==> src/rtl/calc_pkg.sv <==
// Shared definitions for the calculator controller: key codes, ALU op encoding,
// controller states and limits.
package calc_pkg;
  localparam int          MAX_DIGITS = 4;
  localparam logic [15:0] MAX_VAL    = 16'd9999;

  localparam logic [3:0] KEY_ADD = 4'hA;
  localparam logic [3:0] KEY_SUB = 4'hB;
  localparam logic [3:0] KEY_MUL = 4'hC;
  localparam logic [3:0] KEY_DIV = 4'hD;
  localparam logic [3:0] KEY_EQ  = 4'hE;
  localparam logic [3:0] KEY_CLR = 4'hF;

  typedef enum logic [1:0] {OP_ADD, OP_SUB, OP_MUL, OP_DIV} op_t;

  typedef enum logic [2:0] {S_A, S_B, S_EXEC, S_RES, S_ERR} state_t;

  // Operator keys A..D map onto op encodings 0..3 in order.
  function automatic op_t key_to_op(input logic [3:0] k);
    logic [3:0] d;
    d = k - KEY_ADD;
    return op_t'(d[1:0]);
  endfunction
endpackage

==> src/rtl/calc_ctrl_if.sv <==
// Start/done handshake between the calculator controller and the shared ALU.
interface calc_ctrl_if;
  logic        alu_start;
  logic [1:0]  alu_op;
  logic [15:0] alu_a;
  logic [15:0] alu_b;
  logic        alu_abort;
  logic        alu_done;
  logic [15:0] alu_result;
  logic        alu_err;

  modport master (output alu_start, alu_op, alu_a, alu_b, alu_abort,
                  input  alu_done, alu_result, alu_err);
  modport slave  (input  alu_start, alu_op, alu_a, alu_b, alu_abort,
                  output alu_done, alu_result, alu_err);
endinterface

==> src/rtl/bcd_entry.sv <==
// Decimal digit accumulator keeping binary value, packed BCD and digit count
// in step. restart treats the current operand as empty before taking the digit.
module bcd_entry
  import calc_pkg::*;
(
  input  logic        clk,
  input  logic        rst,
  input  logic        clr,
  input  logic        restart,
  input  logic        dig_vld,
  input  logic [3:0]  digit,
  output logic [15:0] value,
  output logic [15:0] bcd,
  output logic [2:0]  count
);
  logic [15:0] base_val;
  logic [15:0] base_bcd;
  logic [2:0]  base_cnt;

  always_comb begin
    base_val = restart ? 16'd0 : value;
    base_bcd = restart ? 16'd0 : bcd;
    base_cnt = restart ? 3'd0  : count;
  end

  always_ff @(posedge clk or posedge rst) begin
    if (rst) begin
      value <= '0;
      bcd   <= '0;
      count <= '0;
    end else if (clr) begin
      value <= '0;
      bcd   <= '0;
      count <= '0;
    end else if (dig_vld && base_cnt < 3'(MAX_DIGITS)) begin
      // x*10 as (x<<3)+(x<<1); base_val <= 999 here so 16 bits never overflow
      value <= (base_val << 3) + (base_val << 1) + {12'd0, digit};
      bcd   <= {base_bcd[11:0], digit};
      count <= base_cnt + 3'd1;
    end
  end
endmodule

==> src/rtl/calc_ctrl.sv <==
// Calculator sequencing controller: keyed operand entry, ALU launch/abort,
// chained operations, repeat-equals and error lockout.
module calc_ctrl
  import calc_pkg::*;
(
  input  logic        clk,
  input  logic        rst,
  input  logic        key_valid,
  input  logic [3:0]  key_code,
  calc_ctrl_if.master alu,
  output logic [15:0] disp_entry,
  output logic [15:0] disp_value,
  output logic        err
);
  state_t      state;
  logic [15:0] a_val, last_b;
  op_t         op, pend_op;
  logic        pend_vld;
  logic        start_q, abort_q;
  op_t         alu_op_q;
  logic [15:0] alu_a_q, alu_b_q;

  logic        is_digit, is_op, is_eq, is_clr;
  logic        done_ok, done_bad;
  logic        ent_clr, ent_restart, ent_dig;
  logic [15:0] ent_val, ent_bcd;
  logic [2:0]  ent_cnt;
  logic        go;
  logic [15:0] go_a, go_b;

  assign is_digit = key_valid && key_code <= 4'd9;
  assign is_op    = key_valid && key_code >= KEY_ADD && key_code <= KEY_DIV;
  assign is_eq    = key_valid && key_code == KEY_EQ;
  assign is_clr   = key_valid && key_code == KEY_CLR;
  assign done_ok  = alu.alu_done && !alu.alu_err && alu.alu_result <= MAX_VAL;
  assign done_bad = alu.alu_done && !done_ok;

  bcd_entry u_entry (
    .clk     (clk),
    .rst     (rst),
    .clr     (ent_clr),
    .restart (ent_restart),
    .dig_vld (ent_dig),
    .digit   (key_code),
    .value   (ent_val),
    .bcd     (ent_bcd),
    .count   (ent_cnt)
  );

  // Entry-module control and ALU launch decision for this cycle's key.
  always_comb begin
    ent_clr     = 1'b0;
    ent_restart = 1'b0;
    ent_dig     = 1'b0;
    go          = 1'b0;
    go_a        = a_val;
    go_b        = ent_val;
    if (is_clr) ent_clr = 1'b1;
    else begin
      case (state)
        S_A: begin
          ent_dig = is_digit;
          ent_clr = is_op;
        end
        S_B: begin
          ent_dig = is_digit;
          go      = (is_op || is_eq) && ent_cnt != 3'd0;
        end
        S_EXEC: ent_clr = done_ok && pend_vld;
        S_RES: begin
          ent_dig     = is_digit;
          ent_restart = is_digit;
          ent_clr     = is_op;
          go          = is_eq;
          go_a        = disp_value;
          go_b        = last_b;
        end
        default: ;
      endcase
    end
  end

  always_ff @(posedge clk or posedge rst) begin
    if (rst) begin
      state      <= S_A;
      a_val      <= '0;
      last_b     <= '0;
      op         <= OP_ADD;
      pend_op    <= OP_ADD;
      pend_vld   <= 1'b0;
      start_q    <= 1'b0;
      abort_q    <= 1'b0;
      alu_op_q   <= OP_ADD;
      alu_a_q    <= '0;
      alu_b_q    <= '0;
      disp_value <= '0;
      err        <= 1'b0;
    end else begin
      start_q <= 1'b0;
      abort_q <= 1'b0;
      if (is_clr) begin
        state      <= S_A;
        a_val      <= '0;
        last_b     <= '0;
        op         <= OP_ADD;
        pend_op    <= OP_ADD;
        pend_vld   <= 1'b0;
        disp_value <= '0;
        err        <= 1'b0;
        // a coincident done means the ALU is already idle
        abort_q    <= (state == S_EXEC) && !alu.alu_done;
      end else if (go) begin
        state    <= S_EXEC;
        start_q  <= 1'b1;
        alu_a_q  <= go_a;
        alu_b_q  <= go_b;
        alu_op_q <= op;
        last_b   <= go_b;
        if (state == S_B && is_op) begin
          pend_op  <= key_to_op(key_code);
          pend_vld <= 1'b1;
        end
      end else begin
        case (state)
          S_A: if (is_op) begin
            a_val <= ent_val;
            op    <= key_to_op(key_code);
            state <= S_B;
          end
          S_B: if (is_op) op <= key_to_op(key_code);
          S_EXEC: begin
            if (done_bad) begin
              state    <= S_ERR;
              err      <= 1'b1;
              pend_vld <= 1'b0;
            end else if (done_ok) begin
              disp_value <= alu.alu_result;
              pend_vld   <= 1'b0;
              if (pend_vld) begin
                a_val <= alu.alu_result;
                op    <= pend_op;
                state <= S_B;
              end else begin
                state <= S_RES;
              end
            end
          end
          S_RES: begin
            if (is_digit) state <= S_A;
            else if (is_op) begin
              a_val <= disp_value;
              op    <= key_to_op(key_code);
              state <= S_B;
            end
          end
          default: ;
        endcase
      end
    end
  end

  assign alu.alu_start = start_q;
  assign alu.alu_abort = abort_q;
  assign alu.alu_op    = alu_op_q;
  assign alu.alu_a     = alu_a_q;
  assign alu.alu_b     = alu_b_q;
  assign disp_entry    = ent_bcd;
endmodule

==> src/flat_wrapper.sv <==
// flat-port wrapper written by rule: the top's interface ports become plain ports
module calc_ctrl_flat import calc_pkg::*;
  (clk, rst, key_valid, key_code, disp_entry, disp_value, err, alu_alu_start, alu_alu_op, alu_alu_a, alu_alu_b, alu_alu_abort, alu_alu_done, alu_alu_result, alu_alu_err);
  calc_ctrl_if alu_i ();
  input  logic clk;
  input  logic rst;
  input  logic key_valid;
  input  logic [3:0] key_code;
  output logic [15:0] disp_entry;
  output logic [15:0] disp_value;
  output logic err;
  output wire logic [$bits(alu_i.alu_start)-1:0] alu_alu_start;
  output wire logic [$bits(alu_i.alu_op)-1:0] alu_alu_op;
  output wire logic [$bits(alu_i.alu_a)-1:0] alu_alu_a;
  output wire logic [$bits(alu_i.alu_b)-1:0] alu_alu_b;
  output wire logic [$bits(alu_i.alu_abort)-1:0] alu_alu_abort;
  input wire logic [$bits(alu_i.alu_done)-1:0] alu_alu_done;
  input wire logic [$bits(alu_i.alu_result)-1:0] alu_alu_result;
  input wire logic [$bits(alu_i.alu_err)-1:0] alu_alu_err;
  assign alu_alu_start = alu_i.alu_start;
  assign alu_alu_op = alu_i.alu_op;
  assign alu_alu_a = alu_i.alu_a;
  assign alu_alu_b = alu_i.alu_b;
  assign alu_alu_abort = alu_i.alu_abort;
  assign alu_i.alu_done = alu_alu_done;
  assign alu_i.alu_result = alu_alu_result;
  assign alu_i.alu_err = alu_alu_err;
  calc_ctrl u_core (.clk(clk), .rst(rst), .key_valid(key_valid), .key_code(key_code), .alu(alu_i), .disp_entry(disp_entry), .disp_value(disp_value), .err(err));
endmodule
==> config.mk <==
export PLATFORM = sky130hd
export DESIGN_NAME = calc_ctrl_flat
export DESIGN_NICKNAME = d
export VERILOG_FILES = /design/src/rtl/calc_pkg.sv /design/src/rtl/calc_ctrl_if.sv /design/src/rtl/bcd_entry.sv /design/src/rtl/calc_ctrl.sv /design/src/flat_wrapper.sv
export SDC_FILE = /design/constraint.sdc
export NUM_CORES = 1
export LEC_CHECK = 0
export CORE_MARGIN = 8
export CORE_UTILIZATION = 50
export CTS_CLUSTER_SIZE = 25
export DETAILED_ROUTE_END_ITERATION = 12
export PLACE_DENSITY = 0.73
export SYNTH_ARGS = -nofsm -noshare
export SYNTH_HDL_FRONTEND = slang
export SYNTH_SLANG_ARGS = --single-unit
==> constraint.sdc <==
create_clock -name clk -period 9.91 [get_ports clk]
set_clock_uncertainty 0.05 [all_clocks]
set_input_delay 1.982 -clock clk [delete_from_list [all_inputs] [get_ports clk]]
set_output_delay 1.982 -clock clk [all_outputs]
set_load 0.01 [all_outputs]
# Word-level counts from Yosys, hierarchy flattened
# Cells that the tools add are included.
[classes]
add_sub_neg = 4
n_mul = 0
div_mod_pow = 0
magnitude_cmp = 5
n_eq_ne = 15
shift = 0
mux = 67
n_bitwise = 1
reduce_logical = 41
[op_table]
columns = ["cell", "count"]
rows = [
  ["two-way mux 16 bit", 21],
  ["one-hot mux 16 bit (3 select lines)", 1],
  ["two-way mux 3 bit", 9],
  ["two-way mux 2 bit", 11],
  ["two-way mux 1 bit", 19],
  ["adder 16 bit", 1],
  ["adder 16 x 4 -> 16 bit", 1],
  ["less-or-equal comparator 16 x 14 -> 1 bit, second input constant", 1],
  ["two-way mux 15 bit", 1],
  ["logical AND 1 bit", 13],
  ["two-way mux 12 bit", 1],
  ["inequality test 3 x 1 -> 1 bit, second input constant", 4],
  ["nonzero test 2 bit", 6],
  ["nonzero test 4 bit", 3],
  ["one-hot mux 3 bit (3 select lines)", 1],
  ["equality test 4 bit, second input constant", 2],
  ["less-or-equal comparator 4 bit, second input constant", 2],
  ["AND reduction 8 bit", 1],
  ["equality test 3 x 2 -> 1 bit, second input constant", 2],
  ["inequality test 3 x 2 -> 1 bit, second input constant", 2],
  ["one-hot mux 2 bit (3 select lines)", 1],
  ["AND reduction 2 bit", 3],
  ["AND reduction 3 bit", 2],
  ["AND reduction 6 bit", 1],
  ["18 further kinds", 24],
]
[word_totals]
ff_bits = 128
latch_bits = 0
ram_bits = 0
romBits = 0
in_bits = 25
out_inout_bits = 69
word_cells = 149
n_memories = 0

# Logic depth before layout (Yosys ltp)
# Gate-level depths: netlist of the first run.
[depth]
depth_word = 9
ltp_mapped = 16
mapped_depth_nobuf = 13

# By module
# From an unflattened synthesis of the first run, not the netlist that was laid out.
[hier_totals]
hier_cells = 648
area_unflattened_um2 = 6558.8
[modules_own_cells]
columns = ["module", "n_inst", "cells_per_inst", "area_per_inst_um2", "seq_area_each_um2"]
rows = [
  ["calc_ctrl", 1, 456, 4434.3, 2327.2],
  ["bcd_entry", 1, 192, 2124.5, 850.8],
]

# Worst setup path before layout of the first run
# OpenSTA, ideal clock, no wires.
[synth_path]
path_type = "input port to flip-flop"
startpoint = "input key_code[2]"
endpoint = "register u_core.u_entry.value[14]"
setup_time_ns = 0.125
arrival_time_ns = 4.603
required_ns = 9.735
setup_slack_ns = 5.132
cell_stages = 14
path_buffers = 2
cell_sequence = "buf_6 o21ai_4 nand3_1 clkbuf_1 and2_1 ha_1 ha_1 fa_1 a211oi_1 o21bai_1 a31o_2 o21bai_1 nor3b_1 o31ai_1"
[synth_between]
elab_chain_len = 9
elab_cells_between_ends = 23
classes_between = "2 x add/sub; 4 x order compare; 1 x eq/ne; 10 x mux; 6 x reduce/logical"
[synth_rtl]
columns = ["item", "line_no", "text"]
rows = [
  ["start, declared", "flat_wrapper.sv:8", "input logic [3:0] key_code;"],
  ["less-or-equal comparator 4 bit", "calc_ctrl.sv:31", "assign is_digit = key_valid && key_code <= 4'd9;"],
  ["logical AND 1 bit", "calc_ctrl.sv:31", ""],
  ["two-way mux 1 bit", "calc_ctrl.sv:60", "case (state)"],
  ["two-way mux 1 bit", "calc_ctrl.sv:58", "if (is_clr) ent_clr = 1'b1;"],
  ["two-way mux 15 bit", "bcd_entry.sv:21", "base_val = restart ? 16'd0 : value;"],
  ["adder 16 bit", "bcd_entry.sv:37", "value <= (base_val << 3) + (base_val << 1) + {12'd0, digit};"],
  ["adder 16 x 4 -> 16 bit", "bcd_entry.sv:37", ""],
  ["two-way mux 16 bit", "bcd_entry.sv:35", "end else if (dig_vld && base_cnt < 3'(MAX_DIGITS)) begin"],
  ["two-way mux 16 bit", "bcd_entry.sv:31", "end else if (clr) begin"],
  ["end signal, assigned", "bcd_entry.sv:37", ""],
  ["end, declared", "bcd_entry.sv:12", "output logic [15:0] value,"],
]
# Several ways; a longest one is shown, not always the timed one. The select of a mux whose other input is x is not followed.
# A chain may end at the register's enable or synchronous reset.

# Final worst setup path of the first run
[layout_path]
startpoint = "input key_code[1]"
endpoint = "register u_core.u_entry.value[14]"
# The elaborated chain is that of the path after synthesis.

==> qor.yml, run 1 <==
die:
  die_area_um2: 17120
  io_pins: 94
  core_um2: 13090
  die_h_um: 130.8
  start_util_pct: 50.39
  num_rows: 42
  die_w_um: 130.8
placed_design:
  hpwl_mm: 11.97
  portBuffers: 93
  place_congestion: 0.8601
yosys:
  synth-simple-area-share_pct: 17.10
  synth_fa_ha_area_share_pct: 5.427
  synthTopCellsByArea: "dfrtp_1, nand2_1, ha_1"
  yosysTopAreaCellShare_pct: 48.20
  synthArstFlopShare_pct: 100.0
  synth-seq-cells: 127
  synth_edf_count: 0
  seq_area_frac_synth_pct: 48.20
  synth_compound_area_share_pct: 17.82
  synth_top_family_by_area: "compound AO/OA/AOI/OAI gates"
  syn_avg_cell_area_um2: 9.529
  syn_nets: 745
  syn_area_um2: 6594
  synthXorXnorAreaFrac_pct: 2.258
  synth.area.mux_share_pct: 5.351
  synth_top_cell_by_area: "dfrtp_1"
  ys.flop_type: "dfrtp_1"
  synthCells: 692
  yosys_warnings: 0
  yosysUniqueCellTypes: 52
sta:
  fmax_mhz: 178.7
  fin_crit_sh_pct: 56.46
  worst_slew_margin_rel_pct: 33.83
  rsz0062_at_grt: "false"
  hold_ws_ns: 0.4252
  timing.final.crit_period_ns: 5.596
  finalHoldViolations: 0
  worstMarginPinSlew_ns: 0.9843
  setup_viol: 0
  slew_viol_final: 0
  final.setup.tns_ns: 0
route:
  avgRoutedWirePerCell_um: 17.96
  routed_wirelength_mm: 17.17
  met3_length_mm: 1.178
  drtIter0Drc: 470
  viasPerCell: 5.787
  route.met2.wl_mm: 8.023
  vias: 5532
  highest_layer: "met4"
  drt-pass1-iter-count: 5
  post-route-drc-count: 0
  wl_met1_mm: 7.434
  route.antenna.remaining_nets: 0
final_layout:
  multi_input_area_um2: 3171
  antenna_cells: 0
  drive_gt1_share_pct: 7.436
  area.growth.synth_to_final_pct: 24.50
  final_nets: 820
  regArea_um2: 3178
  fillCellCount: 1084
cts:
  ctsHoldBuffers: 0
  ctsHtreeMaxLevel: 4
  cts_max_path_buffers: 2
  cts_buffers: 17
  path_clk_slew_ns: 0.06
  cts.sinks: 127
  insertion_delay_ns: 0.42
  cts.repair.resized: 0
  cts-root-buf: "clkbuf_16"
  cts_tree: "built"
  cts_setup_buffers: 0
power_and_ir_drop:
  p_int_mw: 1.692
  pwr-share-comb_pct: 41.6
  vdd.ir_drop.worst_uv: 142.1
  clkPwrFrac_pct: 23.9
  leakage_nw: 3.807
  p_seq_share_pct: 34.5
  p_sw_mw: 0.9917
  sw_frac_of_total_pct: 36.95
  powerDensity_nw_per_um2: 326.9
grt:
  grt_pass1_vias: 5499
  antenna_found_initial: 0
  overflow: 0
  track_usage_pct: 21.11
  grt_max_degree: 66
  grt_pass1_wl_mm: 27.80
worst_setup_path:
  crit_type: "input port to flop"
  cp-end-kind: "flop"
  cp.arrival_ns: 5.84
  cp_top_family: "compound AO/OA/AOI/OAI gates"
  worstPathRequired_ns: 10.16
  crit_buf_inv: 1
  cp_max_fo: 20
  path_cells: "clkdlybuf4s50_1 -> o21ai_4 -> nand3_1 -> and2_1 -> ha_1 -> ha_1 -> fa_1 -> a211oi_1 -> o21bai_1 -> a31o_2 -> o21bai_1 -> nor3b_1 -> o31ai_1"
  cp_slowest_stage_delay_ns: 0.65
  crit_slowest_cell: "clkdlybuf4s50_1"
  start_kind: "input port"
run:
  cap_violations: 0
status:
  status: "finished clean"
worst_hold_path:
  min_path_type: "flop to flop"
-- logic make-up after synthesis --
| family | after synthesis |
|---|---|
| and+or+nand+nor | 252 |
| AOI/OAI and AO/OA | 178 |
| DFF | 127 |
| buffers and inverters | 55 |
| muxes | 35 |
| adders and majority gates | 28 |
| xor gates and xnor gates | 17 |
-- worst register-to-register path: stages (launching register included) --
cell and delay (ns):
dfrtp_1 0.55, and3b_1 0.84, nand3_1 0.63, and2_1 0.39, ha_1 0.28, ha_1 0.24, fa_1 0.43, a211oi_1 0.25
o21bai_1 0.15, a31o_2 0.27, o21bai_1 0.18, nor3b_1 0.21, o31ai_1 0.10
-- layout make-up --
class | instances | area share [%]
clock buffer | 22 | 5.777
clock inverter | 10 | 1.646
inverter | 10 | 0.4877
multi-input combinational | 510 | 38.62
sequential | 127 | 38.71
tap | 176 | 2.683
timing repair buffer | 101 | 12.07
-- power groups by stage --
stage	registers [mW]	clock network (mW)	logic (mW)
3_5_place_dp	0.930	0	1.12
2_1_floorplan	0.906	0	0.696
5_1_grt	0.951	0.669	1.23
3_3_place_gp	0.923	0	1.09
6_report	0.926	0.640	1.12
4_1_cts	0.924	0.649	1.12
-- layer usage --
metal | vias to the layer above | global-route usage [%]
li1 | 2597 | -
met1 | 2690 | 26.67
met2 | 208 | 33.13
met3 | 37 | 5.641
met4 | 0 | 9.993
met5 | - | 0
-- metrics by stage --
step | setup slack (ns) | instance area [um^2] | instances | utilization [%] | power, mW
6_report | 4.314 | 8209 | 956 | 62.74 | 2.684
5_1_grt | 4.062 | 8209 | 956 | 62.74 | 2.852
4_1_cts | 4.353 | 8209 | 956 | 62.74 | 2.696
3_5_place_dp | 3.920 | 7600 | 924 | 58.08 | 2.047
3_3_place_gp | 4.014 | 7600 | 924 | 58.08 | 2.011
2_1_floorplan | 4.494 | 6594 | 692 | - | 1.602
-- cell usage in the layout, fill, tap and decap left out, types with 5 or more instances in the layout --
cell type and instances:
a21oi_1 17, a22o_1 30, a31oi_1 19, and2_1 19, and3_1 5, buf_4 8
clkbuf_16 17, clkdlybuf4s50_1 93, dfrtp_1 127, ha_1 27, inv_1 7, mux2i_1 33
nand2_1 144, nand3_1 29, nor2_1 29, o211ai_1 19, o21ai_0 59, xnor2_1 10
xor2_1 7
-- synthesized netlist by cell type, types with 2 or more instances --
cell type,instances
nor4_1,3
buf_2,11
ha_1,27
inv_1,8
o211ai_1,19
clkbuf_1,27
a31oi_1,19
and2_1,19
nand3_1,29
a21o_1,2
nor3_1,4
mux2_2,2
o21ai_1,4
buf_1,2
nor3b_1,2
a22o_1,30
a211oi_1,4
o21ai_2,2
xnor2_1,10
and3_1,5
nor2b_1,2
o21a_1,4
dfrtp_1,127
mux2i_1,33
o21ai_0,59
a31o_2,3
nand2_1,144
a21oi_1,17
xor2_1,7
o21bai_1,4
nor2_1,29
nand4_1,4
inv_2,2
nand2b_1,4
buf_6,4
o2bb2ai_1,2
o31ai_1,3
-- path summary, 6_finish.rpt --
check / startpoint / to / slack, ns / cells after the start
min reg2reg: u_core.alu.alu_a[8] / u_core.alu.alu_a[8] / 0.43 / 2
max reg2reg: u_core.state[2] / u_core.u_entry.value[14] / 5.22 / 12
max in group asynchronous: rst / u_core.u_entry.bcd[3] / 6.48 / 3
max: key_code[1] / u_core.u_entry.value[14] / 4.31 / 13
min: u_core.alu.alu_a[8] / u_core.alu.alu_a[8] / 0.43 / 2
min in group asynchronous: rst / u_core.alu.alu_start / 2.01 / 2
-- flip-flops by register name (all words and copies together) (netlist names) --
signal                flops
u_core.state              3
u_core.alu.alu_b         16
u_core.alu.alu_op         2
u_core.a_val             16
u_core.alu.alu_a         16
u_core.alu.alu_abort      1
u_core.alu.alu_start      1
u_core.err                1
u_core.pend_vld           1
u_core.u_entry.value     16
u_core.last_b            16
u_core.pend_op            2
u_core.u_entry.bcd       15
u_core.op                 2
u_core.u_entry.count      3
u_core.disp_value        16
(Power assumes the default switching activity.)
==> run 2, diff against run 1 <==
Clock period 9.91 ns to 5.8 ns, I/O delays scaled along.
==> run 2 against run 1 <==
  * Worst setup slack lost 3.3 ns
  * Power grew 70%
  * Routed wire length grew 2.5%
  * Largest power group unchanged
==> qor.yml, run 2 (same netlist as run 1, synthesis figures left out) <==
final_layout:
  instances_no_fill: 955
  layout_commonest_cell: "nand2_1"
  final_nets: 820
  antenna_cells: 0
  mostFrequentLayoutCells: "nand2_1, dfrtp_1, clkdlybuf4s50_1, o21ai_0, mux2i_1"
  drive_gt1_share_pct: 7.189
  area.growth.synth_to_final_pct: 24.14
  fin_area_um2: 8185
  utilization_pct: 62.56
  fillCellCount: 1089
sta:
  final.setup.tns_ns: 0
  timing.final.crit_period_ns: 4.831
  fmax_mhz: 207.0
  fin_crit_sh_pct: 83.29
  worst_slew_margin_rel_pct: 14.63
  slew_viol_final: 0
  rsz0062_at_grt: "false"
  finalHoldViolations: 0
  setup_ws_ns: 0.9694
  setup_viol: 0
  hold_ws_ns: 0.4257
  worstMarginPinSlew_ns: 1.275
grt:
  overflow: 0
  antenna_found_initial: 0
  grt_max_degree: 80
  track_usage_pct: 21.82
  grt_pass1_wl_mm: 28.66
  grt_pass1_vias: 5575
worst_setup_path:
  r2r_end: "u_core.u_entry.value[15]"
  cp.arrival_ns: 5.08
  crit_type: "input port to flop"
  start_kind: "input port"
  rrSetupSlack_ns: 1.49
  cp-end-kind: "flop"
  timing.rr.start: "u_core.state[1]"
  rr_worst_depth: 14
  worstPathRequired_ns: 6.04
  cp_max_fo: 20
route:
  drtIter0Drc: 598
  routed_wirelength_mm: 17.60
  avgRoutedWirePerCell_um: 18.43
  drt-pass1-iter-count: 5
  viasPerCell: 5.879
  post-route-drc-count: 0
  vias: 5614
  route.antenna.remaining_nets: 0
placed_design:
  portBuffers: 93
  place_congestion: 0.9286
  place_ws_ns: 0.6042
  dp.cells: 924
  hpwl_mm: 12.03
  placed_cell_area_um2: 7600
cts:
  cts_tree: "built"
  cts_buffers: 17
  cts_setup_buffers: 0
  ctsHtreeMaxLevel: 4
  cts_max_path_buffers: 2
  cts.sinks: 127
  insertion_delay_ns: 0.42
  cts.repair.resized: 0
  cts-root-buf: "clkbuf_16"
  ctsHoldBuffers: 0
  path_clk_slew_ns: 0.05
worst_hold_path:
  hp-start: "u_core.alu.alu_a[8]"
  whs_endpoint: "u_core.alu.alu_a[8]"
  hold_depth: 2
  min_path_type: "flop to flop"
run:
  cap_violations: 0
die:
  die_area_um2: 17120
  io_pins: 94
  num_rows: 42
  die_h_um: 130.8
  die_w_um: 130.8
  start_util_pct: 50.39
  core_um2: 13090
power_and_ir_drop:
  leakage_nw: 3.812
  p_total_mw: 4.558
  powerDensity_nw_per_um2: 556.9
  vdd.ir_drop.worst_uv: 293.2
status:
  status: "finished clean"
## run 2: changes by cell type in the layout (fill, tap and decap cells not counted), sizes merged
cell and delta:
clkinvlp -4, clkinv +1, bufinv -1, clkbuf +3
## run 2: power by group
| part | switching, mW | internal, mW | leakage [nW] | total, mW |
|---|---|---|---|---|
| clock | 0.367 | 0.684 | 0.293 | 1.05 |
| combinational | 0.983 | 0.939 | 1.89 | 1.92 |
| sequential | 0.339 | 1.25 | 1.63 | 1.59 |
## run 2: per-layer routing
metal	routed length, um	global-route usage (%)	up-vias
met2	8235	34.68	207
met1	7523	27.17	2756
li1	-	-	2605
met3	1218	5.722	46
met4	624	10.60	0
met5	0	0	-
## run 2: worst max path at each step
stage / start / to / slack [ns] / cells after the start
final: key_code[1] / u_core.u_entry.value[15] / 0.97 / 14
after global routing: key_code[1] / u_core.u_entry.value[15] / 0.65 / 14
after CTS: key_code[1] / u_core.u_entry.value[15] / 1.03 / 14
after detailed placement: key_code[1] / u_core.u_entry.value[14] / 0.60 / 13
after global placement: key_code[1] / u_core.u_entry.value[14] / 0.76 / 13
after floorplan: rst / u_core.a_val[0] / 1.21 / 1
## run 2: area by class of cell
type                    count  area (um^2)  share of cell area [%]
flip-flops and latches    127         3178                   38.83
multi-input cells         510         3171                   38.73
repair buffers            101        991.0                   12.11
clock buffers              25        505.5                   6.175
well taps                 176        220.2                   2.690
clock inverters             6        80.08                  0.9783
inverters                  10        40.04                  0.4891
## run 2: critical path: stages
cell             delay (ns)
clkdlybuf4s50_1        0.64
o21ai_4                0.27
nand3_1                0.46
nand2_1                0.32
xnor2_1                0.10
ha_1                   0.18
a31o_2                 0.22
ha_1                   0.35
o211ai_1               0.21
o21ai_0                0.19
o31ai_1                0.49
a31oi_1                0.17
xnor2_1                0.21
o21ai_1                0.08
==> run 3, diff against run 2 <==
Settings changed: PLACE_DENSITY 0.73 to 0.76.
Clock period 5.8 ns to 4 ns, I/O delays scaled along.
==> run 3 against run 2 <==
  * Utilization grew 1.0 points
  * Clock power grew 48%
  * Design area is 1.7% higher
  * Die area is the same
  * Register-to-register slack lost 0.98 ns
  * First-iteration DRC count decreased by 24%
  * Non-clock buffer count is 14 higher
  * Hold slack better by 0.0015 ns
  * Sequential power grew 43%
  * Critical endpoint is now u_core.u_entry.value[14]
  * Largest cell class unchanged
  * Largest power group unchanged
==> qor.yml, run 3 (same netlist as run 1, synthesis figures left out) <==
status:
  status: "finished clean"
placed_design:
  place_ws_ns: -0.1804
  place_congestion: 0.8950
  portBuffers: 93
  placed_cell_area_um2: 7719
  hpwl_mm: 12.66
route:
  drtIter0Drc: 455
  routed_wirelength_mm: 17.97
  vias: 5596
  post-route-drc-count: 0
  drt-pass1-iter-count: 5
  viasPerCell: 5.769
  route.antenna.remaining_nets: 0
  avgRoutedWirePerCell_um: 18.53
sta:
  hold_ws_ns: 0.4273
  worstMarginPinSlew_ns: 1.176
  final.setup.tns_ns: 0
  timing.final.crit_period_ns: 3.842
  rsz0062_at_grt: "false"
  fin_crit_sh_pct: 96.06
  fmax_mhz: 260.2
  slew_viol_final: 0
  setup_viol: 0
  worst_slew_margin_rel_pct: 20.95
  finalHoldViolations: 0
  setup_ws_ns: 0.1575
power_and_ir_drop:
  leakage_nw: 3.885
  p_sw_mw: 2.514
  pwr-share-comb_pct: 43.1
  p_seq_share_pct: 33.8
  vdd.ir_drop.worst_uv: 446.6
  p_int_mw: 4.208
  powerDensity_nw_per_um2: 807.8
  p_total_mw: 6.722
  sw_frac_of_total_pct: 37.40
  clkPwrFrac_pct: 23.1
cts:
  cts.sinks: 127
  cts-root-buf: "clkbuf_16"
  cts_setup_buffers: 0
  path_clk_slew_ns: 0.05
  cts.repair.resized: 0
  insertion_delay_ns: 0.42
  ctsHoldBuffers: 0
  cts_tree: "built"
  ctsHtreeMaxLevel: 4
  cts_buffers: 17
  cts_max_path_buffers: 2
die:
  die_w_um: 130.8
  die_area_um2: 17120
  num_rows: 42
  start_util_pct: 50.39
  io_pins: 94
  core_um2: 13090
  die_h_um: 130.8
final_layout:
  layout_commonest_cell: "nand2_1"
  final_nets: 834
  mostFrequentLayoutCells: "nand2_1, dfrtp_1, clkdlybuf4s50_1, o21ai_0, mux2i_1"
  antenna_cells: 0
  fin_area_um2: 8322
  area.growth.synth_to_final_pct: 26.20
  fillCellCount: 1041
  drive_gt1_share_pct: 9.320
grt:
  overflow: 0
  grt_pass1_vias: 5733
  grt_max_degree: 65
  grt_pass1_wl_mm: 29.36
  antenna_found_initial: 0
  track_usage_pct: 22.26
run:
  cap_violations: 0
worst_setup_path:
  crit_slowest_cell: "clkdlybuf4s50_1"
  path_cells: "clkdlybuf4s50_1 -> o21ai_4 -> nand3_1 -> and2_1 -> ha_1 -> ha_1 -> fa_1 -> a211oi_1 -> o21bai_1 -> a31o_2 -> o21bai_1 -> nor3b_1 -> o31ai_1"
  crit_type: "input port to flop"
  cp_top_family: "compound AO/OA/AOI/OAI gates"
  cp.arrival_ns: 4.08
  cp-end-kind: "flop"
  start_kind: "input port"
  rr_worst_depth: 12
  worstPathRequired_ns: 4.24
  crit_buf_inv: 1
  cp_slowest_stage_delay_ns: 0.47
  path_depth: 13
  cp_max_fo: 5
worst_hold_path:
  min_path_type: "flop to flop"
  hold_depth: 2
run 3: cell types whose count changed in the layout (fill, tap and decap cells not counted), sizes merged:
cell,delta
clkinv,+2
buf,+14
clkinvlp,+3
inv,-1
clkbuf,-3
run 3: per-layer routing:
metal	GRT usage, %	routed length (um)	up-vias
li1	-	-	2625
met1	27.11	7541	2726
met2	36.74	8722	206
met3	5.804	1222	39
met4	9.453	486	0
met5	0	0	-
run 3: area by class of cell:
cell class	count	area, um^2	area share [%]
clock buffers	22	494.2	5.939
clock inverters	10	108.9	1.308
inverters	10	41.29	0.4962
multi-input cells	510	3171	38.10
flip-flops and latches	127	3178	38.19
well taps	176	220.2	2.646
repair buffers	115	1109	13.32
run 3: final timing paths:
kind	slack (ns)	start	endpoint
setup reg to reg	0.51	u_core.state[2]	u_core.u_entry.value[14]
hold reg to reg	0.43	u_core.alu.alu_a[4]	u_core.alu.alu_a[4]
setup / recovery	0.16	key_code[1]	u_core.u_entry.value[14]
max in group asynchronous	2.23	rst	u_core.disp_value[9]
min in group asynchronous	0.84	rst	u_core.alu.alu_start
hold / removal	0.43	u_core.alu.alu_a[4]	u_core.alu.alu_a[4]
run 3: power by group through the flow:
stage / Combinational (mW) / Clock [mW] / Sequential [mW]
final: 2.90 / 1.55 / 2.27
after global placement: 2.77 / 0 / 2.25
after detailed placement: 2.88 / 0 / 2.28
after floorplan: 1.72 / 0 / 2.24
after global routing: 3.20 / 1.62 / 2.33
after CTS: 2.91 / 1.57 / 2.27
run 3: worst reg2reg max path: stages (launching register included):
cell      delay [ns]
dfrtp_1         0.38
and3b_1         0.29
nand3_1         0.16
and2_1          0.21
ha_1            0.28
ha_1            0.24
fa_1            0.42
a211oi_1        0.32
o21bai_1        0.19
a31o_2          0.29
o21bai_1        0.20
nor3b_1         0.23
o31ai_1         0.10
run 3: stage by stage:
stage / instances / util (%)
after CTS: 970 / 63.60
final: 970 / 63.60
after global routing: 970 / 63.60
after floorplan: 692 / -
after global placement: 938 / 58.99
after detailed placement: 938 / 58.99
